<file path="src/rtl/audio_fx_pkg.sv">
// Shared definitions for the audio effect blocks: clip mode encodings and
// the packet-processing FSM state type.
package audio_fx_pkg;

  // Clip mode encodings (2'b11 behaves like MODE_HARD)
  localparam logic [1:0] MODE_SAT  = 2'b00;  // saturate only
  localparam logic [1:0] MODE_HARD = 2'b01;  // symmetric clip to +/-thresh
  localparam logic [1:0] MODE_ASYM = 2'b10;  // +thresh / -(thresh>>1)

  // Packet FSM: collect words, process one channel per cycle, replay
  typedef enum logic [1:0] {
    RECV = 2'b00,
    CALC = 2'b01,
    SEND = 2'b10
  } state_t;

endpackage

</file>
<file path="src/rtl/gain_clip_datapath.sv">
// Combinational gain/saturate/clip for one signed sample.
// Gain is unsigned Q1.(GAIN_WIDTH-1); the scaled value is floored, saturated
// to the sample range and then limited by the selected clip mode.
module gain_clip_datapath
  import audio_fx_pkg::*;
#(
  parameter int DATA_WIDTH = 24,
  parameter int GAIN_WIDTH = 8
) (
  input  logic [DATA_WIDTH-1:0] x_i,
  input  logic [GAIN_WIDTH-1:0] gain_i,
  input  logic [DATA_WIDTH-2:0] thresh_i,
  input  logic [1:0]            mode_i,
  output logic [DATA_WIDTH-1:0] y_o,
  output logic                  clipped_o
);

  localparam int DW = DATA_WIDTH;
  localparam int GW = GAIN_WIDTH;
  localparam int PW = DW + GW + 1;

  logic signed [PW-1:0] x_ext;
  logic signed [PW-1:0] g_ext;
  logic signed [PW-1:0] prod;
  logic signed [PW-1:0] shifted;
  logic                 ovf;
  logic [DW-1:0]        y_sat;
  logic signed [DW:0]   ys;
  logic signed [DW:0]   hi;
  logic signed [DW:0]   lo;
  logic                 clip_en;
  logic                 clip_hit;

  // Multiply and floor-shift; overflow when the bits above the sample sign differ
  always_comb begin
    x_ext   = {{(GW+1){x_i[DW-1]}}, x_i};
    g_ext   = {{(DW+1){1'b0}}, gain_i};
    prod    = x_ext * g_ext;
    shifted = prod >>> (GW-1);
    ovf     = ~((&shifted[PW-1:DW-1]) | ~(|shifted[PW-1:DW-1]));
    if (!ovf) begin
      y_sat = shifted[DW-1:0];
    end else if (shifted[PW-1]) begin
      y_sat = {1'b1, {(DW-1){1'b0}}};
    end else begin
      y_sat = {1'b0, {(DW-1){1'b1}}};
    end
  end

  // Clip window selection; one extra bit keeps -thresh and comparisons exact
  always_comb begin
    ys      = {y_sat[DW-1], y_sat};
    hi      = {2'b00, thresh_i};
    lo      = -hi;
    clip_en = 1'b1;
    case (mode_i)
      MODE_SAT:  clip_en = 1'b0;
      MODE_ASYM: lo = -$signed({3'b000, thresh_i[DW-2:1]});
      default:   lo = -hi;
    endcase
  end

  // Apply the clip window and flag any alteration of the sample
  always_comb begin
    y_o      = y_sat;
    clip_hit = 1'b0;
    if (clip_en && (ys > hi)) begin
      y_o      = hi[DW-1:0];
      clip_hit = 1'b1;
    end else if (clip_en && (ys < lo)) begin
      y_o      = lo[DW-1:0];
      clip_hit = 1'b1;
    end
    clipped_o = ovf | clip_hit;
  end

endmodule

</file>
<file path="src/rtl/axis_gain_clipper.sv">
// AXI-Stream gain and clipping stage: buffers one NUM_CH-word packet,
// scales/clips it in place one channel per cycle, then replays it.
module axis_gain_clipper
  import audio_fx_pkg::*;
#(
  parameter int DATA_WIDTH = 24,
  parameter int NUM_CH     = 2,
  parameter int GAIN_WIDTH = 8,
  parameter int CNT_WIDTH  = 16
) (
  input  logic                  clk,
  input  logic                  rst,
  input  logic [GAIN_WIDTH-1:0] gain,
  input  logic [DATA_WIDTH-2:0] thresh,
  input  logic [1:0]            mode,
  input  logic [DATA_WIDTH-1:0] s_axis_data,
  input  logic                  s_axis_valid,
  output logic                  s_axis_ready,
  input  logic                  s_axis_last,
  output logic [DATA_WIDTH-1:0] m_axis_data,
  output logic                  m_axis_valid,
  input  logic                  m_axis_ready,
  output logic                  m_axis_last,
  output logic                  framing_err,
  output logic [CNT_WIDTH-1:0]  clip_cnt
);

  localparam int IDX_W = (NUM_CH > 1) ? $clog2(NUM_CH) : 1;
  localparam logic [IDX_W-1:0] LAST_IDX = IDX_W'(NUM_CH - 1);

  state_t                state_q, state_d;
  logic [IDX_W-1:0]      idx_q, idx_d;
  logic                  ready_q, ready_d;
  logic                  err_q, err_d;
  logic [CNT_WIDTH-1:0]  cnt_q, cnt_d;
  logic [GAIN_WIDTH-1:0] gain_q;
  logic [DATA_WIDTH-2:0] thresh_q;
  logic [1:0]            mode_q;
  logic [DATA_WIDTH-1:0] buf_q [NUM_CH];
  logic [DATA_WIDTH-1:0] buf_d [NUM_CH];

  logic                  in_hs;
  logic                  in_end;
  logic                  calc_we;
  logic [DATA_WIDTH-1:0] rd_word;
  logic [DATA_WIDTH-1:0] dp_y;
  logic                  dp_clipped;

  assign rd_word = buf_q[idx_q];

  gain_clip_datapath #(
    .DATA_WIDTH(DATA_WIDTH),
    .GAIN_WIDTH(GAIN_WIDTH)
  ) u_dp (
    .x_i      (rd_word),
    .gain_i   (gain_q),
    .thresh_i (thresh_q),
    .mode_i   (mode_q),
    .y_o      (dp_y),
    .clipped_o(dp_clipped)
  );

  // Next-state logic: packet framing, channel sequencing and clip counting
  always_comb begin
    state_d = state_q;
    idx_d   = idx_q;
    err_d   = 1'b0;
    cnt_d   = cnt_q;
    in_hs   = 1'b0;
    in_end  = 1'b0;
    calc_we = 1'b0;
    case (state_q)
      RECV: begin
        in_hs  = ready_q & s_axis_valid;
        in_end = in_hs & (s_axis_last | (idx_q == LAST_IDX));
        if (in_end) begin
          idx_d   = '0;
          state_d = CALC;
          // Mismatch either way: early last, or full packet with no last
          err_d   = s_axis_last ^ (idx_q == LAST_IDX);
        end else if (in_hs) begin
          idx_d = idx_q + 1'b1;
        end
      end
      CALC: begin
        calc_we = 1'b1;
        if (dp_clipped && (cnt_q != '1)) begin
          cnt_d = cnt_q + 1'b1;
        end
        if (idx_q == LAST_IDX) begin
          idx_d   = '0;
          state_d = SEND;
        end else begin
          idx_d = idx_q + 1'b1;
        end
      end
      SEND: begin
        if (m_axis_ready) begin
          if (idx_q == LAST_IDX) begin
            idx_d   = '0;
            state_d = RECV;
          end else begin
            idx_d = idx_q + 1'b1;
          end
        end
      end
      default: begin
        state_d = RECV;
        idx_d   = '0;
      end
    endcase
    // Ready is registered so it follows the state with one cycle of delay
    ready_d = (state_d == RECV);
  end

  // Buffer next value: capture input, zero-fill on short packet, write back result
  always_comb begin
    buf_d = buf_q;
    for (int i = 0; i < NUM_CH; i++) begin
      if (in_hs && (idx_q == IDX_W'(i))) begin
        buf_d[i] = s_axis_data;
      end else if (in_end && (IDX_W'(i) > idx_q)) begin
        buf_d[i] = '0;
      end else if (calc_we && (idx_q == IDX_W'(i))) begin
        buf_d[i] = dp_y;
      end
    end
  end

  // Control and status registers with synchronous reset
  always_ff @(posedge clk) begin
    if (rst) begin
      state_q  <= RECV;
      idx_q    <= '0;
      ready_q  <= 1'b0;
      err_q    <= 1'b0;
      cnt_q    <= '0;
      gain_q   <= '0;
      thresh_q <= '0;
      mode_q   <= '0;
    end else begin
      state_q <= state_d;
      idx_q   <= idx_d;
      ready_q <= ready_d;
      err_q   <= err_d;
      cnt_q   <= cnt_d;
      // Settings latched as the packet closes so they hold for all its channels
      if (in_end) begin
        gain_q   <= gain;
        thresh_q <= thresh;
        mode_q   <= mode;
      end
    end
  end

  // Sample buffer; contents are don't-care until written, so no reset
  always_ff @(posedge clk) begin
    buf_q <= buf_d;
  end

  assign s_axis_ready = ready_q;
  assign m_axis_valid = (state_q == SEND);
  assign m_axis_data  = m_axis_valid ? rd_word : '0;
  assign m_axis_last  = m_axis_valid & (idx_q == LAST_IDX);
  assign framing_err  = err_q;
  assign clip_cnt     = cnt_q;

endmodule
</file>
<file path="config.mk">
export PLATFORM = sky130hd
export DESIGN_NAME = axis_gain_clipper
export DESIGN_NICKNAME = d
export VERILOG_FILES = /design/src/rtl/audio_fx_pkg.sv /design/src/rtl/gain_clip_datapath.sv /design/src/rtl/axis_gain_clipper.sv
export SDC_FILE = /design/constraint.sdc
export NUM_CORES = 1
export LEC_CHECK = 0
export BUFFER_PORTS_ARGS = -buffer_cell sky130_fd_sc_hd__buf_4
export CAP_MARGIN = 20
export CORE_MARGIN = 3
export CORE_UTILIZATION = 60
export CTS_BUF_LIST = sky130_fd_sc_hd__clkbuf_4 sky130_fd_sc_hd__clkbuf_8 sky130_fd_sc_hd__clkbuf_16
export CTS_CLUSTER_SIZE = 30
export DETAILED_ROUTE_END_ITERATION = 12
export PLACE_DENSITY = 0.79
export SLEW_MARGIN = 20
export SYNTH_ARGS = -nofsm -noshare
export SYNTH_HDL_FRONTEND = slang
export SYNTH_SLANG_ARGS = --single-unit
</file>
<file path="constraint.sdc">
create_clock -name clk -period 17.91 [get_ports clk]
set_input_delay 1.791 -clock clk [delete_from_list [all_inputs] [get_ports clk]]
set_output_delay 1.791 -clock clk [all_outputs]
set_load 0.005 [all_outputs]
</file>
==> flow_metrics.py <==
metrics = {
    "status": {
        "outcome": "finished, final reports clean",
    },
    "routing": {
        "drtIter0Drc": 1364,
        "wl_met1_um": 18260,
        "dr.pass1.iters": 5,
        "vias": 13711,
        "wl_per_cell_um": 19.66,
        "via_per_inst": 6.218,
        "routed-wl-met3_um": 3569,
        "ant_nets": 0,
        "routed.top_layer": "met4",
        "met2_wirelength_um": 20530,
        "drc": 0,
        "drt_wl_total_um": 43340,
    },
    "setup_path": {
        "rr_endpoint": "buf_q[25]",
        "cp-start-kind": "flip-flop",
        "critPathLaunch": "idx_q",
        "r2r_slack_ns": 7.19,
        "reg2reg_from": "idx_q",
        "slowest_delay_ns": 0.71,
        "reg2regPathDepth": 32,
        "cp_max_fo": 36,
        "critPathSlowestCell": "o21a_1",
        "crit_path_end_kind": "flip-flop",
        "cp-endpoint": "buf_q[25]",
        "cp.required_ns": 18.05,
        "cp.arrival_ns": 10.86,
        "worstSetupPathType": "reg -> reg",
    },
    "timing": {
        "setup_slack_ns": 7.190,
        "setup_tns_ns": 0,
        "fin_skew_ns": 0.01522,
        "timing.fmax_mhz": 93.28,
        "max_slew_margin_pct": 33.52,
        "setup_violations": 0,
        "final.min_clock_period_ns": 10.72,
        "tightest_slew_ns": 0.9958,
        "rsz0062_at_grt": "no",
        "min_period_over_period_pct": 59.86,
        "timing_hold_violations_final": 0,
        "holdWs_ns": 0.5049,
        "drv_slew": 0,
    },
    "job": {
        "maxCapViolCount": 0,
    },
    "grt": {
        "grt_antenna_before_repair": 0,
        "overflow": 0,
        "grt_pass1_vias": 13249,
        "grt_max_degree": 60,
        "track_usage_pct": 32.93,
        "grt_pass1_wl_um": 70170,
    },
    "power_and_ir_drop": {
        "leakage_nw": 7.472,
        "power.density_nw_per_um2": 85.89,
        "vdd_drop_max_mv": 0.05310,
        "p_total_mw": 1.392,
    },
    "clock_tree": {
        "post_cts_resized": 0,
        "cts.sinks": 102,
        "cts_root_buffer": "clkbuf_16",
        "cts_max_level": 3,
        "tritoncts": "built",
        "ctsHoldBuffers": 0,
        "cts.path.max_buffers": 2,
        "path_clk_slew_ns": 0.09,
        "cts_buffers": 9,
        "clock_latency_ns": 0.37,
        "cts_setup_buffers": 0,
    },
    "synth": {
        "syn_nets": 2167,
        "avgSynthCellArea_um2": 8.130,
        "synth_edf_count": 48,
        "syn_inst": 1839,
        "yosysSeqAreaShare_pct": 16.87,
        "ys_async_sr_fraction_pct": 0,
        "ys_warn_count": 0,
        "synthFlopType": "dfxtp_1",
        "synth_area_um2": 14950,
        "ys_types": 96,
        "ys_seq_elements": 102,
    },
    "floorplan": {
        "rows": 57,
        "boundaryPins": 106,
        "die_area_um2": 26850,
        "die_w_um": 163.9,
        "die_h_um": 163.9,
        "core_um2": 24390,
        "start_util_pct": 61.30,
    },
    "place": {
        "dp_slack_ns": 7.453,
        "io_buffers": 105,
        "dp_hpwl_um": 34080,
        "gp_congestion": 0.9723,
    },
    "min_path": {
        "hold_start": "clip_cnt[13]",
        "holdCritPathClass": "reg -> reg",
    },
    "layout": {
        "syn2layout_area_growth_pct": 8.369,
        "diodes": 0,
        "layout_commonest_cell": "nand2_1",
        "final_cell_mix": "255 x nand2_1, 241 x inv_1, 149 x fa_1",
        "nets": 2204,
        "drive_above_1_share_pct": 11.00,
    },
}
per-layer routing:
layer  vias to the layer above  GRT usage (%)
li1                       6310              -
met1                      6687          45.43
met2                       632          54.98
met3                        82          4.767
met4                         0          7.958
met5                         -              0
state kept, by name, indices dropped and copies added (netlist names):
register and cells:
buf_q 48, idx_q 1, state_q 2, clip_cnt 16
thresh_q 23, s_axis_ready 1, mode_q 2, gain_q 8
framing_err 1
cell type report:
| cell class | instances | area, µm² |
|---|---|---|
| inverters | 243 | 912.1 |
| repair buffers | 124 | 930.9 |
| clock inverters | 6 | 62.56 |
| flip-flops and latches | 102 | 2522 |
| well taps | 324 | 405.4 |
| fillers | 2150 | 8189 |
| multi-input cells | 1396 | 11120 |
| clock buffers | 10 | 250.2 |
report_power, final:
part	internal [mW]	switching, mW
Combinational	0.315	0.551
Sequential	0.297	0.0176
Clock	0.107	0.105
how the worst min path moves through the flow:
stage	slack [ns]	depth (start not counted)	to
floorplan	0.45	2	thresh_q[20]
global placement	0.48	2	clip_cnt[13]
detailed placement	0.49	2	clip_cnt[4]
CTS	0.51	2	clip_cnt[14]
global route	0.54	2	clip_cnt[14]
finish	0.50	2	clip_cnt[13]
synth_stat cells (11+ instances only):
cell type / instances / area share, %
and2_1: 116 / 4.9
inv_1: 241 / 6.1
ha_1: 117 / 9.8
a31oi_1: 20 / 0.84
mux2_2: 23 / 1.7
o31ai_1: 17 / 0.85
o41ai_1: 11 / 0.64
a21oi_1: 134 / 4.5
dfxtp_1: 54 / 7.2
nand4_1: 15 / 0.63
nor4_1: 18 / 0.75
edfxtp_1: 48 / 9.6
clkbuf_1: 81 / 2.0
nand2_1: 255 / 6.4
o211ai_1: 17 / 0.85
xnor2_1: 27 / 1.6
nor2_1: 98 / 2.5
fa_1: 149 / 20
a211oi_1: 14 / 0.70
a21o_1: 16 / 0.80
o21ai_0: 79 / 2.6
a221oi_1: 13 / 0.76
nor3_1: 22 / 0.74
nand3_1: 29 / 0.97
nor2b_1: 29 / 1.2
and3_1: 21 / 0.88
critical path: cells and delay by family, from the launching register on:
kind / cells / cell delay, ns
compound gates: 11 / 3.36
fa+ha+maj: 6 / 3.01
buf+inv: 7 / 1.21
flops: 1 / 0.31
mux: 1 / 0.47
simple gates: 7 / 2.08
kinds of logic after synthesis:
group	Yosys count	share of synthesized area (%)
compound gates	410	18.40
xor+xnor	33	1.933
fa+ha+maj	266	29.74
buf+inv	341	8.930
flops	102	16.87
mux	36	2.670
simple gates	651	21.45
metrics by stage:
step | std cells | util [%] | cell area, µm²
after floorplan | 1839 | - | 14950
after global placement | 2188 | 65.09 | 15880
after detailed placement | 2188 | 65.09 | 15880
after CTS | 2204 | 66.37 | 16190
after global routing | 2205 | 66.43 | 16200
final | 2205 | 66.43 | 16200
Power figures use the tool's default switching activity.
